--- src/rtl/dmem_access_ctrl.sv ---
// Data-memory access sequencer: decodes BEOp into byte enables / lane data,
// runs the req/ack handshake with a variable-latency memory, and extracts load data.
module dmem_access_ctrl #(
  parameter int unsigned TIMEOUT = 16,
  parameter int unsigned TO_W    = 5
) (
  input  logic        clk,
  input  logic        rst_n,
  input  logic        req_valid,
  input  logic [2:0]  req_op,
  input  logic [31:0] req_addr,
  input  logic [31:0] req_wdata,
  output logic        stall,
  output logic        resp_valid,
  output logic [31:0] ld_data,
  output logic        exc_valid,
  output logic [1:0]  exc_code,
  output logic        mem_req,
  output logic        mem_we,
  output logic [29:0] mem_addr,
  output logic [3:0]  mem_be,
  output logic [31:0] mem_wdata,
  input  logic        mem_ack,
  input  logic [31:0] mem_rdata
);

  typedef enum logic [1:0] {IDLE, REQ, DONE, ERR} state_t;
  typedef enum logic [2:0] {
    OP_SW, OP_SH, OP_SB, OP_LW, OP_LHU, OP_LH, OP_LBU, OP_LB
  } op_t;

  state_t          state;
  op_t             op_in;
  op_t             op_q;
  logic [1:0]      off_q;
  logic [TO_W-1:0] to_cnt;

  logic        is_load;
  logic        misaligned;
  logic [3:0]  be_dec;
  logic [31:0] wdata_dec;
  logic [31:0] shifted;
  logic [31:0] ld_ext;

  assign op_in = op_t'(req_op);

  always_comb begin
    is_load    = (req_op >= 3'd3);
    misaligned = 1'b0;
    be_dec     = 4'b0000;
    wdata_dec  = req_wdata;
    case (op_in)
      OP_SW, OP_LW: begin
        be_dec     = 4'b1111;
        misaligned = (req_addr[1:0] != 2'b00);
      end
      OP_SH, OP_LH, OP_LHU: begin
        be_dec     = req_addr[1] ? 4'b1100 : 4'b0011;
        misaligned = req_addr[0];
        wdata_dec  = {2{req_wdata[15:0]}};
      end
      default: begin
        be_dec    = 4'b0001 << req_addr[1:0];
        wdata_dec = {4{req_wdata[7:0]}};
      end
    endcase
  end

  // Opcode and byte offset are captured at issue so extraction does not depend on the held request.
  always_comb begin
    shifted = mem_rdata >> {off_q, 3'b000};
    case (op_q)
      OP_LHU:  ld_ext = {16'h0000, shifted[15:0]};
      OP_LH:   ld_ext = {{16{shifted[15]}}, shifted[15:0]};
      OP_LBU:  ld_ext = {24'h000000, shifted[7:0]};
      OP_LB:   ld_ext = {{24{shifted[7]}}, shifted[7:0]};
      default: ld_ext = shifted;
    endcase
  end

  always_comb begin
    stall = rst_n & req_valid & ((state == IDLE) | (state == REQ));
  end

  always_ff @(posedge clk or negedge rst_n) begin
    if (!rst_n) begin
      state      <= IDLE;
      op_q       <= OP_SW;
      off_q      <= '0;
      to_cnt     <= '0;
      resp_valid <= 1'b0;
      ld_data    <= '0;
      exc_valid  <= 1'b0;
      exc_code   <= '0;
      mem_req    <= 1'b0;
      mem_we     <= 1'b0;
      mem_addr   <= '0;
      mem_be     <= '0;
      mem_wdata  <= '0;
    end else begin
      resp_valid <= 1'b0;
      exc_valid  <= 1'b0;
      case (state)
        IDLE: begin
          if (req_valid) begin
            op_q  <= op_in;
            off_q <= req_addr[1:0];
            if (misaligned) begin
              state     <= ERR;
              exc_valid <= 1'b1;
              exc_code  <= is_load ? 2'd1 : 2'd2;
            end else begin
              state     <= REQ;
              to_cnt    <= '0;
              mem_req   <= 1'b1;
              mem_we    <= ~is_load;
              mem_addr  <= req_addr[31:2];
              mem_be    <= be_dec;
              mem_wdata <= is_load ? '0 : wdata_dec;
            end
          end
        end
        REQ: begin
          // Ack is tested first so it wins over a timeout landing in the same cycle.
          if (mem_ack) begin
            state      <= DONE;
            mem_req    <= 1'b0;
            resp_valid <= 1'b1;
            if (!mem_we) ld_data <= ld_ext;
          end else if ((TIMEOUT != 0) && (to_cnt == TO_W'(TIMEOUT - 1))) begin
            state     <= ERR;
            mem_req   <= 1'b0;
            exc_valid <= 1'b1;
            exc_code  <= 2'd3;
          end else if (TIMEOUT != 0) begin
            to_cnt <= to_cnt + TO_W'(1);
          end
        end
        DONE:    state <= IDLE;
        ERR:     state <= IDLE;
        default: state <= IDLE;
      endcase
    end
  end

endmodule

--- config.mk ---
export PLATFORM = sky130hd
export DESIGN_NAME = dmem_access_ctrl
export DESIGN_NICKNAME = d
export VERILOG_FILES = /design/src/rtl/dmem_access_ctrl.sv
export SDC_FILE = /design/constraint.sdc
export NUM_CORES = 1
export LEC_CHECK = 0
export BUFFER_PORTS_ARGS = -buffer_cell sky130_fd_sc_hd__clkbuf_2
export CELL_PAD_IN_SITES_DETAIL_PLACEMENT = 0
export CELL_PAD_IN_SITES_GLOBAL_PLACEMENT = 1
export CORE_MARGIN = 2
export CORE_UTILIZATION = 40
export DETAILED_ROUTE_END_ITERATION = 10
export GPL_TIMING_DRIVEN = 0
export MAX_ROUTING_LAYER = met4
export PLACE_DENSITY_LB_ADDON = 0.05
export SLEW_MARGIN = 10
export SYNTH_ARGS = -nofsm -noshare
export SYNTH_HDL_FRONTEND = slang
export SYNTH_SLANG_ARGS = --single-unit
--- constraint.sdc ---
create_clock -name clk -period 3.2 [get_ports clk]
set_clock_uncertainty 0.05 [all_clocks]
set_input_delay 0.64 -clock clk [delete_from_list [all_inputs] [get_ports clk]]
set_output_delay 0.64 -clock clk [all_outputs]
set_load 0.02 [all_outputs]
==> flow_summary.json, run 1 <==
{
  "run_status": "complete, no violations",
  "worst_pin_slew_ns": 0.828,
  "powerDensity_nw_per_um2": 958,
  "place_hpwl_um": 12000,
  "fin_setup_tns_ns": 0,
  "layout-drive-gt1-share": 0.397,
  "synth_compound_area_frac": 0.146,
  "muxShareOfSynthArea": 0.135,
  "drcViolationCount": 0,
  "fp.dieW_um": 123,
  "die-area_um2": 15000,
  "nets": 858,
  "grt_overflow": 0,
  "grt_max_degree": 78,
  "netlist_instances": 527,
  "via_count": 4984,
  "grt_util_all_layers": 0.229,
  "arrival_ns": 2.50,
  "yosysSeqAreaShare": 0.516,
  "synth-edff-count": 0,
  "postLayoutCellArea_um2": 7510,
  "syn_area_per_cell_um2": 10.7,
  "yosys.area_share.adder": 0.00445,
  "wl_per_cell_um": 17.1,
  "fin_crit_sh": 0.706,
  "p_clk_frac": 0.262,
  "clockBufferDepth": 2,
  "clkLatencyLatePin_ns": 0.41,
  "mostFrequentLayoutCells": "clkbuf_2 (206), dfrtp_1 (116), nand2_1 (52)",
  "ctsResizeCount": 0,
  "post_cts_buffers": 0,
  "synth_top_family_by_area": "simple AND/OR/NAND/NOR gates",
  "initialDrtViolationCount": 234,
  "clk_pin_slew_worst_paths_ns": 0.05,
  "async_flop_share": 1.00,
  "fmax_ghz": 0.443,
  "cts_tree": "done",
  "dr.pass1.iters": 4,
  "finalSetupViolCount": 0,
  "internal_power_mw": 4.36,
  "viasPerCell": 5.27,
  "fin_crit_ns": 2.26,
  "r2r_setup_slack_ns": 0.94,
  "final_util": 0.543,
  "p_leak_nw": 3.72,
  "numClockSinks": 116,
  "ant_nets": 0,
  "routed_wl_um": 16200,
  "final_common_cell": "clkbuf_2",
  "maxCapViolations": 0,
  "ys_types": 52,
  "n_antenna_cell": 0,
  "fp.coreArea_um2": 13800,
  "critPathCaptureType": "flip-flop",
  "ir_worst_vdd_mv": 0.468,
  "cts_hold_buf": 0,
  "row_count": 43,
  "hold_violations": 0,
  "antenna_found_initial": 0,
  "synth_seq_cells": 116,
  "switching_power_mw": 2.84,
  "synthesis.nets": 632,
  "combPwrFrac": 0.400,
  "switching_share": 0.394,
  "syn_to_final_growth_pct": 33.5,
  "post_dp_cell_area_um2": 6920,
  "synth-simple-area-share": 0.157,
  "top_level_ports": 208,
  "gp_congestion": 0.818,
  "hold_path.class": "in -> async",
  "crit_fanout": 5,
  "io_buffer_count": 206,
  "grt_pass1_wl_um": 25700,
  "pwr-share-seq": 0.338,
  "initial_core_util": 0.407,
  "hold_slack_ns": 0.0989,
  "worstSetupStartpointType": "flip-flop",
  "h-tree-depth": 4,
  "die_h_um": 123,
  "yosys_warnings": 0,
  "cts_buffers": 17,
  "syn-cell-area_um2": 5630,
  "crit_type": "reg -> reg",
  "relSlewSlack": 0.444,
  "cp.required_ns": 3.44,
  "synth_xor_xnor_area_share": 0.00778,
  "cts_root_buf": "clkbuf_16",
  "rsz0062_at_grt": "false",
  "ys.flop_type": "dfrtp_1",
  "grt_pass1_vias": 5106,
  "slew_violations": 0
}
## Yosys cell counts (all sizes together) (2+ instances only)
library cell / count / area share
and2: 7 / 0.0078
nand2: 53 / 0.036
xor2: 4 / 0.0062
dfrtp: 116 / 0.52
a22o: 9 / 0.014
or3: 2 / 0.0022
nand3b: 2 / 0.0027
and3: 2 / 0.0022
clkbuf: 14 / 0.0096
o2bb2ai: 17 / 0.026
a2bb2oi: 2 / 0.0031
buf: 23 / 0.024
nand2b: 13 / 0.014
a21o: 2 / 0.0027
and3b: 2 / 0.0031
a32o: 8 / 0.014
a21oi: 18 / 0.016
nor4b: 2 / 0.0031
nand3: 32 / 0.028
o31ai: 9 / 0.012
inv: 2 / 0.0013
o21ai: 43 / 0.038
a221o: 2 / 0.0036
ha: 2 / 0.0044
mux2: 38 / 0.076
nor3b: 10 / 0.016
mux2i: 31 / 0.055
nor2b: 3 / 0.0033
o21ba: 2 / 0.0036
nor3: 5 / 0.0073
nor2: 41 / 0.027
## per-layer routing
layer,vias to the layer above,GRT usage,share of wire
li1,2362,-,-
met1,2430,0.285,0.44
met2,180,0.368,0.48
met3,12,0.0664,0.070
met4,0,0.0625,0.0094
met5,-,-,0
## worst paths after layout
kind | startpoint | endpoint | cells after the start
max | to_cnt[0] | to_cnt[3] | 7
min | rst_n | mem_addr[22] | 1
max reg2reg | to_cnt[0] | to_cnt[3] | 7
min reg2reg | mem_be[0] | mem_be[0] | 1
max in group asynchronous | rst_n | ld_data[5] | 2
min in group clk | req_addr[31] | mem_addr[29] | 2
## final cells by class
class                      count  area [um2]
buffer                        37         186
clock buffer                  18         439
clock inverter                14         153
fill                        1262        6310
inverter                       2        7.51
multi-input combinational    372        2530
sequential                   116        2900
tap                          180         225
timing repair buffer         207        1070
## metrics by stage
stage          setup WS (ns)  instances  power [mW]
3_5_place_dp           0.586        914        5.36
6_report               0.942        946        7.20
3_3_place_gp          -0.900        913        5.28
5_1_grt                0.735        946        7.65
4_1_cts                0.947        946        7.27
2_1_floorplan           1.12        527        4.31
## worst max-delay path, stage by stage, from the launching register on
cell	delay, ns
dfrtp_1	0.41
ha_1	0.22
and3_1	0.19
ha_1	0.23
nor4b_1	0.61
nand4_1	0.21
xor2_1	0.18
nor2_1	0.05
## cells by family after synthesis
family                     count (synthesis)
DFF                                      116
and+or+nand+nor                          176
AOI/OAI and AO/OA                        119
buffers and inverters                     39
adders and majority gates                  2
muxes                                     70
xor gates and xnor gates                   5
## power by group through the flow
| stage | combinational (mW) | clock, mW | sequential (mW) |
|---|---|---|---|
| 3_5_place_dp | 2.90 | 0 | 2.45 |
| 2_1_floorplan | 1.22 | 0 | 3.09 |
| 4_1_cts | 2.91 | 1.92 | 2.44 |
| 3_3_place_gp | 2.86 | 0 | 2.43 |
| 6_report | 2.88 | 1.88 | 2.43 |
| 5_1_grt | 3.13 | 1.99 | 2.52 |
## registers in the layout (all words and copies together) (netlist names), 2 cells and up
signal / count
to_cnt: 5
op_q: 3
mem_wdata: 32
mem_addr: 30
state: 2
exc_code: 2
ld_data: 32
off_q: 2
mem_be: 4
(Power assumes the default switching activity.)
==> inputs of run 2 (changes only) <==
CORE_UTILIZATION = 34   (was 40)
clock period = 1.99 ns   (was 3.2 ns; I/O delays follow)
==> flow_summary.json, run 2 (synthesized netlist as in run 1, its figures left out) <==
{
  "critPathCaptureType": "flip-flop",
  "wl_per_cell_um": 17.0,
  "antenna_found_initial": 0,
  "layout-drive-gt1-share": 0.412,
  "clk_pin_slew_worst_paths_ns": 0.06,
  "run_status": "complete, but fails checks",
  "drcViolationCount": 0,
  "violations": "negative hold slack",
  "switching_power_mw": 4.63,
  "p_total_mw": 12.0,
  "routed_wl_um": 16900,
  "fp.coreArea_um2": 16400,
  "hold_path.class": "in -> async",
  "arrival_ns": 2.15,
  "fillerInstances": 1603,
  "finalSetupViolCount": 0,
  "crit_start": "off_q[0]",
  "timing.rr.start": "off_q[0]",
  "fmax_ghz": 0.525,
  "final_common_cell": "clkbuf_2",
  "numClockSinks": 116,
  "cp.required_ns": 2.23,
  "final_util": 0.472,
  "nets": 863,
  "grt_max_degree": 64,
  "cts_buffers": 17,
  "r2r_setup_slack_ns": 0.09,
  "combPwrFrac": 0.396,
  "cts_tree": "done",
  "n_antenna_cell": 0,
  "maxCapViolations": 0,
  "grt_pass1_vias": 5117,
  "ant_nets": 0,
  "reg2reg_depth": 6,
  "grt_util_all_layers": 0.200,
  "powerDensity_nw_per_um2": 1550,
  "grt_overflow": 0,
  "h-tree-depth": 4,
  "fin_crit_sh": 0.957,
  "crit_type": "reg -> reg",
  "place_hpwl_um": 12500,
  "initial_core_util": 0.343,
  "relSlewSlack": 0.588,
  "slew_violations": 0,
  "row_count": 47,
  "die-area_um2": 17600,
  "worst_pin_slew_ns": 0.616,
  "rsz0062_at_grt": "false",
  "fin_crit_ns": 1.90,
  "p_clk_frac": 0.280,
  "grt_pass1_wl_um": 26500,
  "hold_slack_ns": -0.186,
  "viasPerCell": 5.04,
  "dr.pass1.iters": 4,
  "placed_cells": 954,
  "final_cells": 991,
  "p_leak_nw": 3.80,
  "initialDrtViolationCount": 178,
  "mostFrequentLayoutCells": "clkbuf_2 (207), dfrtp_1 (116), nand2_1 (50)",
  "largestRegisters": "ld_data x32, mem_wdata x32, mem_addr x30",
  "worstSetupStartpointType": "flip-flop",
  "syn_to_final_growth_pct": 37.5,
  "r2r_end": "ld_data[31]",
  "die_h_um": 133,
  "pwr-share-seq": 0.324,
  "clockBufferDepth": 2,
  "ir_worst_vdd_mv": 0.653,
  "gp_congestion": 0.843,
  "cts_root_buf": "clkbuf_16",
  "io_buffer_count": 206,
  "hold_violations": 54,
  "top_level_ports": 208,
  "internal_power_mw": 7.37,
  "endpoint": "ld_data[31]",
  "fp.dieW_um": 133,
  "switching_share": 0.386,
  "clkLatencyLatePin_ns": 0.42,
  "via_count": 4993,
  "crit_fanout": 10
}
==> run 2: worst min path at each step <==
| stage | endpoint | slack, ns | cells past startpoint |
|---|---|---|---|
| floorplan | exc_code[0] | 0.05 | 0 |
| global placement | ld_data[7] | 0.42 | 2 |
| detailed placement | mem_addr[5] | 0.35 | 1 |
| CTS | mem_addr[5] | -0.18 | 1 |
| global route | mem_addr[5] | -0.19 | 1 |
| finish | mem_addr[5] | -0.19 | 1 |
==> run 2: metrics by stage <==
| stage | TNS (ns) | worst slack [ns] | area [um2] | hold WS [ns] |
|---|---|---|---|---|
| floorplan | 0 | 0.0484 | 5630 | 0.0524 |
| global placement | -173.13 | -1.68 | 6940 | 0.415 |
| detailed placement | -18.11 | -0.385 | 6970 | 0.353 |
| CTS | 0 | 0.00852 | 7700 | -0.184 |
| global route | 0 | 0.00168 | 7740 | -0.188 |
| finish | 0 | 0.0853 | 7740 | -0.186 |
==> run 2: routing by layer <==
layer  global-route usage  share of wire  vias to the layer above
met5                    -              0                        -
met4               0.0729          0.016                        0
met3               0.0487          0.054                       26
met2                0.317           0.48                      169
met1                0.248           0.45                     2433
li1                     -              -                     2365
==> run 2: worst max-delay path, stage by stage (launching register included) <==
cell      delay, ns
dfrtp_1        0.32
clkbuf_4       0.20
mux4_2         0.57
nand2b_1       0.21
o211ai_4       0.15
buf_6          0.20
nand3_1        0.08
==> run 2: layout make-up <==
class / count / area [um2] / share of cell area
repair buffers: 212 / 1120 / 0.144
multi-input cells: 372 / 2580 / 0.334
well taps: 220 / 275 / 0.0356
clock inverters: 13 / 195 / 0.0252
plain buffers: 37 / 206 / 0.0267
flip-flops and latches: 116 / 2900 / 0.375
clock buffers: 19 / 453 / 0.0585
inverters: 2 / 7.51 / 0.000970
==> run 2: what timing repair did <==
item / in CTS / in global routing
endpoints found under the hold margin: 54 / 54
pin swaps: 3 / 3
endpoints found under the setup margin: 65 / 75
resized for setup: 9 / 13
buffers inserted: 4 / 1
==> run 2: power groups by stage <==
| stage | registers [mW] | logic (mW) | clock network (mW) |
|---|---|---|---|
| floorplan | 4.97 | 1.96 | 0 |
| global placement | 3.89 | 4.65 | 0 |
| detailed placement | 3.92 | 4.70 | 0 |
| CTS | 3.89 | 4.76 | 3.44 |
| global route | 4.03 | 5.15 | 3.56 |
| finish | 3.88 | 4.75 | 3.37 |
==> inputs of run 3 (changes only) <==
CELL_PAD_IN_SITES_DETAIL_PLACEMENT = unset   (was 0)
CELL_PAD_IN_SITES_GLOBAL_PLACEMENT = unset   (was 1)
CORE_UTILIZATION = 45   (was 34)
SKIP_CTS_REPAIR_TIMING = 1   (was unset)
==> flow_summary.json, run 3 (synthesized netlist as in run 1, its figures left out) <==
{
  "run_status": "complete, but fails checks",
  "violations": "design-rule violations, negative hold slack",
  "path_cells": "clkbuf_4 -> mux4_2 -> nand2b_1 -> o211ai_2 -> buf_6 -> nand3_1",
  "hold_slack_ns": -0.205,
  "p_clk_frac": 0.269,
  "crit_type": "reg -> reg",
  "cts_buffers": 17,
  "final_common_cell": "clkbuf_2",
  "internal_power_mw": 7.26,
  "fp.dieW_um": 116,
  "cpPeakStageDelay_ns": 0.57,
  "initial_core_util": 0.465,
  "n_antenna_cell": 0,
  "io_buffer_count": 206,
  "relSlewSlack": 0.592,
  "ant_nets": 0,
  "grt_util_all_layers": 0.243,
  "cts_tree": "done",
  "grt_overflow": 0,
  "final_util": 0.630,
  "fin_ws_ns": 0.0800,
  "cpLargestDelayFamily": "multiplexers",
  "dpl_worst_slack_ns": -0.339,
  "row_count": 40,
  "hold_path.class": "in -> async",
  "postLayoutCellArea_um2": 7630,
  "finalSetupViolCount": 0,
  "worst_path_max_delay_cell": "mux4_2",
  "syn_to_final_growth_pct": 35.5,
  "numClockSinks": 116,
  "p_leak_nw": 3.78,
  "top_level_ports": 208,
  "mostFrequentLayoutCells": "clkbuf_2 (207), dfrtp_1 (116), nand2_1 (52)",
  "clk_pin_slew_worst_paths_ns": 0.06,
  "switching_power_mw": 4.53,
  "fin_setup_tns_ns": 0,
  "routed_wl_um": 15400,
  "via_count": 4941,
  "cp.required_ns": 2.24,
  "switching_share": 0.384,
  "fin_crit_sh": 0.960,
  "fp.coreArea_um2": 12100,
  "die-area_um2": 13400,
  "timing.rr.start": "off_q[0]",
  "grt_pass1_wl_um": 24100,
  "place_hpwl_um": 11500,
  "r2r_setup_slack_ns": 0.08,
  "layout-drive-gt1-share": 0.408,
  "slew_violations": 0,
  "wl_per_cell_um": 16.4,
  "largestRegisters": "ld_data x32, mem_wdata x32, mem_addr x30",
  "fmax_ghz": 0.524,
  "viasPerCell": 5.27,
  "grt_max_degree": 62,
  "fin_crit_ns": 1.91,
  "arrival_ns": 2.16,
  "worst_pin_slew_ns": 0.610,
  "cp.buffers_inverters": 2,
  "antenna_found_initial": 0,
  "nets": 861,
  "dr.pass1.iters": 7,
  "drcViolationCount": 1,
  "combPwrFrac": 0.400,
  "worstSetupStartpointType": "flip-flop",
  "h-tree-depth": 4,
  "powerDensity_nw_per_um2": 1550,
  "die_h_um": 116,
  "cts_root_buf": "clkbuf_16",
  "initialDrtViolationCount": 334,
  "pwr-share-seq": 0.331,
  "clockBufferDepth": 2,
  "ir_worst_vdd_mv": 0.970,
  "r2r_end": "ld_data[30]",
  "rsz0062_at_grt": "true",
  "post_dp_cell_area_um2": 6910,
  "crit_fanout": 10,
  "reg2reg_depth": 6,
  "critPathCaptureType": "flip-flop",
  "maxCapViolations": 0,
  "hold_violations": 56,
  "gp_congestion": 0.883,
  "grt_pass1_vias": 4801,
  "clkLatencyLatePin_ns": 0.42
}
[run 3: changes by cell type in the layout (fill, tap and decap cells not counted), moves of 2 or more]
cell | previous run | this run
inv_6 | 3 | 1
clkbuf_1 | 11 | 13
buf_6 | 4 | 6
nand2_2 | 3 | 1
buf_1 | 4 | 2
clkinv_2 | 0 | 2
nand2_1 | 50 | 52
buf_4 | 10 | 6
[run 3: worst max path at each step]
stage | endpoint | start | depth (start not counted) | slack, ns
after floorplan | to_cnt[3] | to_cnt[0] | 7 | 0.05
after global placement | stall | rst_n | 3 | -1.60
after detailed placement | mem_addr[28] | req_op[1] | 6 | -0.34
after CTS | to_cnt[3] | to_cnt[0] | 7 | -0.18
after global routing | to_cnt[3] | to_cnt[0] | 7 | -0.04
final | ld_data[30] | off_q[0] | 6 | 0.08
[run 3: routing by layer]
layer / GRT usage / up-vias / routed length [um]
met5: - / - / 0
met4: 0.0897 / 0 / 293
met3: 0.0638 / 23 / 1040
met2: 0.378 / 175 / 7350
met1: 0.307 / 2390 / 6710
li1: - / 2353 / -
[run 3: power by group through the flow]
stage	clock network, mW	registers [mW]	logic [mW]
after floorplan	0	4.97	1.96
after global placement	0	3.89	4.60
after detailed placement	0	3.92	4.68
after CTS	3.22	3.90	4.70
after global routing	3.36	4.03	5.13
final	3.17	3.90	4.72
[run 3: final cells by class]
type / count / area, um2
fill: 1057 / 4490
sequential: 116 / 2900
multi-input combinational: 372 / 2570
timing repair buffer: 211 / 1100
clock buffer: 21 / 470
tap: 168 / 210
buffer: 36 / 208
clock inverter: 11 / 150
inverter: 2 / 7.51
[run 3: per-stage QoR]
| stage | std cells | total power [mW] |
|---|---|---|
| finish | 937 | 11.8 |
| global placement | 901 | 8.49 |
| detailed placement | 902 | 8.60 |
| floorplan | 527 | 6.93 |
| global route | 937 | 12.5 |
| CTS | 934 | 11.8 |
